### config.mk
export PLATFORM = sky130hd
export DESIGN_NAME = insn_fetch_ctrl
export DESIGN_NICKNAME = d
export VERILOG_FILES = /design/src/rtl/fetch_pkg.sv /design/src/rtl/fetch_fifo.sv /design/src/rtl/insn_fetch_ctrl.sv
export SDC_FILE = /design/constraint.sdc
export NUM_CORES = 1
export LEC_CHECK = 0
export CORE_AREA = 2 2 123 125
export DETAILED_ROUTE_END_ITERATION = 16
export DIE_AREA = 0 0 125 127
export PLACE_DENSITY = 0.84
export SLEW_MARGIN = 15
export SYNTH_ARGS = -nofsm -noshare
export SYNTH_HDL_FRONTEND = slang
export SYNTH_SLANG_ARGS = --single-unit
### constraint.sdc
create_clock -name clk -period 4.1 [get_ports clk]
set_clock_uncertainty 0.1 [all_clocks]
set_input_delay 0.82 -clock clk [delete_from_list [all_inputs] [get_ports clk]]
set_output_delay 0.82 -clock clk [all_outputs]
set_load 0.005 [all_outputs]
### src/rtl/fetch_pkg.sv
// Shared types and constants for the instruction-fetch block.
package fetch_pkg;
  localparam int unsigned XLEN       = 32;
  localparam int unsigned INSN_BYTES = 4;

  localparam logic [XLEN-1:0] RESET_PC_DEFAULT = 32'h0000_0000;

  typedef struct packed {
    logic [XLEN-1:0] insn;
    logic [XLEN-1:0] pc;
  } fetch_entry_t;
endpackage

### src/rtl/fetch_fifo.sv
// DEPTH-entry synchronous prefetch FIFO of fetch_entry_t; head is zero when empty.
module fetch_fifo
  import fetch_pkg::*;
#(
  parameter int unsigned DEPTH = 2
) (
  input  logic                   clk,
  input  logic                   rst,
  input  logic                   push,
  input  logic                   pop,
  input  logic                   flush,
  input  fetch_entry_t           wr_data,
  output logic [$clog2(DEPTH):0] count,
  output fetch_entry_t           head
);
  localparam int unsigned PTR_W = $clog2(DEPTH);
  localparam int unsigned CNT_W = PTR_W + 1;

  fetch_entry_t mem_q [DEPTH];
  fetch_entry_t mem_d [DEPTH];
  logic [PTR_W-1:0] wptr_q, wptr_d;
  logic [PTR_W-1:0] rptr_q, rptr_d;
  logic [CNT_W-1:0] count_q, count_d;

  // Power-of-2 depth lets the pointers wrap by natural overflow.
  always_comb begin
    mem_d   = mem_q;
    wptr_d  = wptr_q;
    rptr_d  = rptr_q;
    count_d = count_q;
    if (flush) begin
      wptr_d  = '0;
      rptr_d  = '0;
      count_d = '0;
    end else begin
      if (push) begin
        mem_d[wptr_q] = wr_data;
        wptr_d        = wptr_q + PTR_W'(1);
      end
      if (pop) begin
        rptr_d = rptr_q + PTR_W'(1);
      end
      if (push && !pop) begin
        count_d = count_q + CNT_W'(1);
      end else if (pop && !push) begin
        count_d = count_q - CNT_W'(1);
      end
    end
  end

  always_ff @(posedge clk) begin
    if (rst) begin
      mem_q   <= '{default: '0};
      wptr_q  <= '0;
      rptr_q  <= '0;
      count_q <= '0;
    end else begin
      mem_q   <= mem_d;
      wptr_q  <= wptr_d;
      rptr_q  <= rptr_d;
      count_q <= count_d;
    end
  end

  assign count = count_q;
  assign head  = (count_q != '0) ? mem_q[rptr_q] : '0;
endmodule

### src/rtl/insn_fetch_ctrl.sv
// Fetch sequencer: owns the PC, feeds a prefetch FIFO, handles redirect/halt.
// Optional FETCH_BOUND_CHECK_EN enables the sticky out-of-range fetch_fault.
module insn_fetch_ctrl
  import fetch_pkg::*;
#(
  parameter logic [31:0] RESET_PC  = RESET_PC_DEFAULT,
  parameter int unsigned DEPTH     = 2,
  parameter int unsigned MEM_WORDS = 201
) (
  input  logic        clk,
  input  logic        rst,
  output logic [31:0] imem_addr,
  input  logic [31:0] imem_insn,
  output logic        if_valid,
  input  logic        if_ready,
  output logic [31:0] if_insn,
  output logic [31:0] if_pc,
  input  logic        redirect_valid,
  input  logic [31:0] redirect_pc,
  input  logic        halt,
  output logic        fetch_fault
);
  localparam int unsigned CNT_W = $clog2(DEPTH) + 1;

`ifdef FETCH_BOUND_CHECK_EN
  localparam bit BOUND_EN = 1'b1;
`else
  localparam bit BOUND_EN = 1'b0;
`endif

  logic [XLEN-1:0]  pc_q, pc_d;
  logic             fault_q, fault_d;
  logic [CNT_W-1:0] count;
  fetch_entry_t     head;
  fetch_entry_t     wr_entry;
  logic             valid_c, pop_c, push_c, oob_c;

  assign valid_c = (count != '0);
  assign oob_c   = BOUND_EN && ({2'b00, pc_q[31:2]} >= MEM_WORDS);
  assign pop_c   = valid_c & if_ready & ~redirect_valid;
  // A full FIFO still accepts a word when the head leaves in the same cycle.
  assign push_c  = ~rst & ~redirect_valid & ~halt & ~oob_c &
                   ((count < CNT_W'(DEPTH)) | pop_c);

  assign wr_entry.insn = imem_insn;
  assign wr_entry.pc   = pc_q;

  always_comb begin
    pc_d    = pc_q;
    fault_d = fault_q;
    if (redirect_valid) begin
      pc_d    = redirect_pc & ~XLEN'(INSN_BYTES - 1);
      fault_d = 1'b0;
    end else begin
      if (push_c) begin
        pc_d = pc_q + XLEN'(INSN_BYTES);
      end
      if (!halt && oob_c) begin
        fault_d = 1'b1;
      end
    end
  end

  always_ff @(posedge clk) begin
    if (rst) begin
      pc_q    <= RESET_PC;
      fault_q <= 1'b0;
    end else begin
      pc_q    <= pc_d;
      fault_q <= fault_d;
    end
  end

  fetch_fifo #(.DEPTH(DEPTH)) u_fifo (
    .clk     (clk),
    .rst     (rst),
    .push    (push_c),
    .pop     (pop_c),
    .flush   (redirect_valid),
    .wr_data (wr_entry),
    .count   (count),
    .head    (head)
  );

  assign imem_addr   = pc_q;
  assign if_valid    = valid_c;
  assign if_insn     = head.insn;
  assign if_pc       = head.pc;
  assign fetch_fault = fault_q;
endmodule

==> metrics.txt <==
I/O pin total=167; latest clock arrival within the worst-skew pair=0.43 ns; ranking of synthesized cells by area=dfxtp_1 43%, nand2_1 14%, a21oi_1 8.9%; #FFs+latches synth=158; largest net degree at the start of global routing=110; GRT overflow=0; mean post-synth cell area=7.71 sq um; GRT Overall Usage=25.0%; HPWL after DPL=12900 um; Post-synth top cells=263 x nand2_1, 158 x dfxtp_1, 129 x a21oi_1; Setup crit end kind=output port; final WL=20200 um; yosys warns=0; Hold WS=around 0.35 ns; fin crit share=78.2%; Seq/Total Area, Yosys=43.4%; most common cell in the netlist=nand2_1; ys flop type=dfxtp_1; clock sink total=158; Cell Area, Synth=roughly 0.0073 sq mm; fin nets=1137; IO Port Bufs=159; number of global-route vias before repair=~6500; Clock power frac=45.7%; NetSw=approximately 850 uW; worst rel slew slack=24.5%; antenna violations before repair=0; Critical Path Source Type=register; Buf/Inv on CP=2; core region area=roughly 0.014 sq mm; Pwr Density=374 mW/mm^2; outcome=finished clean; die height=127 um; TNS Setup=0 ns; top cell type's share of synthesized area=43.4%; die span in x=125 um; FP Rows=44; Worst-path clk slew=0.06 ns; Slew Viols, Final=0; Setup-failing EPs final=0; placed cell area=0.00896 sq mm; Max Fanout on Critical Path=34; Initial DRT Pass Iterations=6; worst-path cell chain=buf_12 -> mux2i_1 -> nor2_1 -> clkdlybuf4s50_1; Post-Syn Instances=roughly 950; slew at the pin closest to its max-slew limit=~1.1 ns; Req. time, crit path=3.18 ns; Comb pwr share=approximately 8.5%; Antenna Nets Post-Route=0; Largest delay share family, worst path=buffers and inverters; Inst Count DP=~1200; final hold violation count=0; antenna cells=0; max incr delay on CP=0.72 ns; setup bufs post-CTS=0; Synth area leader=dfxtp_1; Hold/Removal Path Class=register to register; RePlAce Congestion=0.850; CTS Root Cell=clkbuf_16; number of synthesized flops with an enable pin=0; crit path DAT=2.29 ns; share of cells above drive strength 1=5.84%; fraction of registers with async set/reset=0%; wire per inst=around 16 um; TritonCTS clock tree=built; vias per inst=~5.5; die area=0.0159 sq mm; DRC errors left=0; final setup margin=0.892 ns; Clock Path Buffers=2; Crit Path Category=register to output port; Pint=2.72 mW; f_max=312 MHz; Max Cap Viol=0; Finished Layout Cells=~1300; Initial Utilization=50.5%; Syn-to-layout area delta=31.4%; Cell variety after synth=51; PostCTS Resize Cnt=0; Slowest-stage cell, CP=dfxtp_4; Hold Buf Count CTS=0; worst slack, placed=0.760 ns; Leak Pwr=2.99 nW; sequential share of power=45.8%; Net Sw Frac=23.9%; Tmin final=3.21 ns; first-pass GRT wire length=32100 um; Worst VDD drop=0.297 mV; routed vias=around 7000; DR iter-0 viols=570; RSZ-0062 raised after global routing=no; final instance area=0.00957 sq mm; CTS buffer count=17; H-tree depth=4; Final Util=66.4%; power consumption=3.58 mW
==> cell type report <==
cell class | instances | area [sq um]
repair buffers | 176 | 1740
clock buffers | 19 | 453
clock inverters | 13 | 163
inverters | 13 | 48.8
flip-flops and latches | 158 | 3170
fillers | 1188 | 4850
multi-input cells | 700 | 3770
well taps | 184 | 230
==> logic make-up after synthesis <==
logic type / share of synthesized area (%)
multiplexers: 8.66
adder cells (fa/ha/maj): 0.343
other: 0.0515
AND/OR/NAND/NOR: 26.1
buffers and inverters: 5.26
XOR/XNOR: 1.32
flip-flops: 43.4
AO/OA/AOI/OAI: 14.9
==> registers in the layout, summed over array words and instances, names as in the netlist <==
register	count
imem_addr	30
u_fifo.count	2
u_fifo.mem_q	124
u_fifo.rptr_q	1
u_fifo.wptr_q	1
==> placed cells by master, fill, tap and decap left out, types with 10 or more instances in the layout <==
master	netlist	routed
a21oi_1	129	129
a311oi_1	12	12
buf_4	6	16
clkbuf_16	0	17
clkdlybuf4s50_1	0	158
dfxtp_1	158	157
inv_1	13	13
mux2i_1	63	63
nand2_1	263	263
nand3_1	10	10
nand4_1	12	12
nor2_1	92	91
==> routing by layer <==
layer | share of wire [%] | GRT usage, % | wire length, um | up-vias
li1 | - | - | - | 3455
met1 | 43 | 31.0 | 8710 | 3273
met2 | 48 | 42.3 | 9760 | 236
met3 | 5.8 | 4.94 | 1180 | 39
met4 | 2.7 | 11.2 | 542 | 0
met5 | 0 | 0 | 0 | -
==> power by group through the flow <==
stage | clock network, mW | registers (mW) | logic (mW)
floorplan | 0 | 1.65 | 0.158
global placement | 0 | 1.67 | 0.299
detailed placement | 0 | 1.67 | 0.303
CTS | 1.65 | 1.64 | 0.305
global route | 1.72 | 1.64 | 0.330
finish | 1.63 | 1.64 | 0.305
==> worst paths after layout <==
kind | startpoint | to | slack, ns | cells after the start
worst max-delay path | u_fifo.rptr_q$_SDFFE_PP0P_ | if_insn[10] | 0.89 | 4
worst min-delay path | u_fifo.mem_q[88]$_SDFFE_PP0P_ | u_fifo.mem_q[88]$_SDFFE_PP0P_ | 0.35 | 2
worst max register to register | imem_addr[2]$_SDFFE_PP0P_ | imem_addr[22]$_SDFFE_PP0P_ | 1.63 | 5
worst min register to register | u_fifo.mem_q[88]$_SDFFE_PP0P_ | u_fifo.mem_q[88]$_SDFFE_PP0P_ | 0.35 | 2
==> tightest hold or removal path, delay by kind of cell (launching register included) <==
family | cells | cell delay, ns
simple gates | 1 | 0.05
compound gates | 1 | 0.05
flops | 1 | 0.31
Power figures use the tool's default switching activity.
==> variant (config.mk and constraints unchanged) <==
Reset style: asynchronous (`rst`), changed in 2 clocked blocks.
--- a/src/rtl/fetch_fifo.sv
+++ b/src/rtl/fetch_fifo.sv
@@ -48,7 +48,7 @@
     end
   end
 
-  always_ff @(posedge clk) begin
+  always_ff @(posedge clk or posedge rst) begin
     if (rst) begin
       mem_q   <= '{default: '0};
       wptr_q  <= '0;
--- a/src/rtl/insn_fetch_ctrl.sv
+++ b/src/rtl/insn_fetch_ctrl.sv
@@ -61,7 +61,7 @@
     end
   end
 
-  always_ff @(posedge clk) begin
+  always_ff @(posedge clk or posedge rst) begin
     if (rst) begin
       pc_q    <= RESET_PC;
       fault_q <= 1'b0;
Behaviour: differs if rst is asserted again (counterexample within 4 cycles, from zero or initial values and one cycle with rst high); with rst held inactive, the same outputs for 4 cycles.
==> variant against the unedited design <==
Hold slack gained 0.052 ns. Wire length fell by 5.2%. Sequential cell count unchanged. Worst setup slack got worse by 0.18 ns. Design area up 5.4%. Synthesized area rose by 5.0%. Synthesized cell count is 29% lower. Fmax down 5.2%.
Power is not compared: it rests on default switching activity, and its combinational part moved more than twofold at a synthesized area within 25%.
==> variant: results (changes against the unedited design) <==
WP data arrival: 2.46 ns (+0.17 ns)
complex-gate fraction of the synthesized area: 0.0527 (-0.0961)
hold_sp: u_fifo.mem_q[29]$_DFFE_PP0P_
top post-synthesis cells by area: dfrtp_1, mux2_2, mux2i_1, nor2_1, nand2_1
post-synthesis sequential area ratio: 0.517 (+0.0826)
max_slew headroom: 0.347 (+0.102)
start point of the critical path: u_fifo.rptr_q$_DFFE_PP0P_
Worst VDD drop: 0.000294 V
Critical R2R Launch: imem_addr[14]$_DFFE_PP0P_
GRT Total Usage: 0.246 (-0.00351)
cts repair resizes: 0 (unchanged)
slowest CP cell: dfrtp_4
Initial DRC Count: 349 (-39%)
post-synthesis mux area share: 0.258 (+0.171)
CTS clock-pin slew for the worst setup and hold paths: 0.06 ns (about the same)
vias: 6012 (-14%)
Routed Wire Length: 19100 um (-5.2%)
Root Buffer: clkbuf_16
share of cells above drive strength 1: 0.206 (+0.147)
Leakage: 4.04 nW
GP Congestion: 0.828 (-2.5%)
Ant. Diodes: 0 (unchanged)
fraction of the mapped netlist area in adder cells: 0.00164 (-0.00180)
Yosys cell types: 40 (-22%)
fin nets: 890 (-22%)
Largest register FFs: 124 (unchanged)
Max stage delay on crit path: 0.90 ns (+0.18 ns)
Tcrit/Tclk final: 0.826 (+0.0432)
clock buffer depth: 2 (unchanged)
vias in the first global route: 6315 (-3.3%)
Synth Area in XOR/XNOR: 0.00687 (-0.00636)
Max FO, Critical Path: 39 (+15%)
largest net degree at the start of global routing: 58 (-47%)
HPWL after DPL: 12900 um (-0.20%)
first-pass GRT wire length: 31100 um (-3.3%)
ys async rst share: 1.00 (+1.00)
status: finished clean
Synth top cells by count: dfrtp_1, mux2_2, nor2_1
Pre-Repair DR Iteration Count: 5 (-1)
## variant: changes by cell type after synthesis, moves of 9 or more
cell	unedited run	this run
a211oi_1	9	0
a21oi_1	129	2
a311oi_1	12	0
clkbuf_1	60	21
dfrtp_1	0	158
dfxtp_1	158	0
mux2_2	0	119
nand2_1	263	32
nand3_1	10	23
nor2_1	92	80
o21ai_0	5	18
## variant: cell families after synthesis
family / after synthesis
other: 1
DFF: 158
and+or+nand+nor: 207
buffers and inverters: 54
AOI/OAI and AO/OA: 61
xor gates and xnor gates: 6
muxes: 182
adders and majority gates: 1
## variant: metal layers
metal | share of wire | up-vias | GRT usage
met5 | 0 | - | 0
met4 | 0.030 | 0 | 0.105
met3 | 0.059 | 48 | 0.0595
met2 | 0.50 | 245 | 0.424
met1 | 0.41 | 3009 | 0.298
li1 | - | 2710 | -
## variant: area by class of cell
cell class,count,area [um^2]
inverters,8,33.8
flip-flops and latches,158,3960
well taps,184,230
fillers,1052,4340
clock buffers,24,482
multi-input cells,462,3490
repair buffers,173,1760
clock inverters,6,133
## variant: power by group through the flow
stage	clock network (mW)	logic, mW	registers (mW)
CTS	1.67	0.926	2.19
global placement	0	0.872	2.17
floorplan	0	0.593	2.12
finish	1.64	0.914	2.20
detailed placement	0	0.916	2.21
global route	1.74	1.00	2.24
## variant: worst paths after layout
check                                                    end  slack, ns  depth (start not counted)
worst max-delay path                                if_pc[6]       0.72                          4
worst min-delay path            u_fifo.mem_q[29]$_DFFE_PP0P_       0.40                          1
worst max register to register     imem_addr[23]$_DFFE_PP0P_       1.71                          4
worst min register to register  u_fifo.mem_q[29]$_DFFE_PP0P_       0.40                          1
max in group asynchronous       u_fifo.mem_q[35]$_DFFE_PP0P_       2.15                          3
min in group asynchronous       u_fifo.mem_q[62]$_DFFE_PP0P_       0.92                          2
## variant: worst max-delay path: cells and delay by family, from the launching register on
family / cells / cell delay [ns]
muxes: 1 / 0.12
and+or+nand+nor: 1 / 0.17
buffers and inverters: 2 / 0.84
DFF: 1 / 0.90
## variant: stage by stage
stage	instance area [um^2]	hold WS [ns]	instances	setup WS (ns)	power [mW]
2_1_floorplan	7670	0.350	674	1.18	2.71
3_3_place_gp	9470	0.365	985	0.838	3.04
3_5_place_dp	9470	0.375	985	0.804	3.13
4_1_cts	10100	0.404	1015	0.695	4.78
5_1_grt	10100	0.411	1015	0.605	4.98
6_report	10100	0.404	1015	0.715	4.75
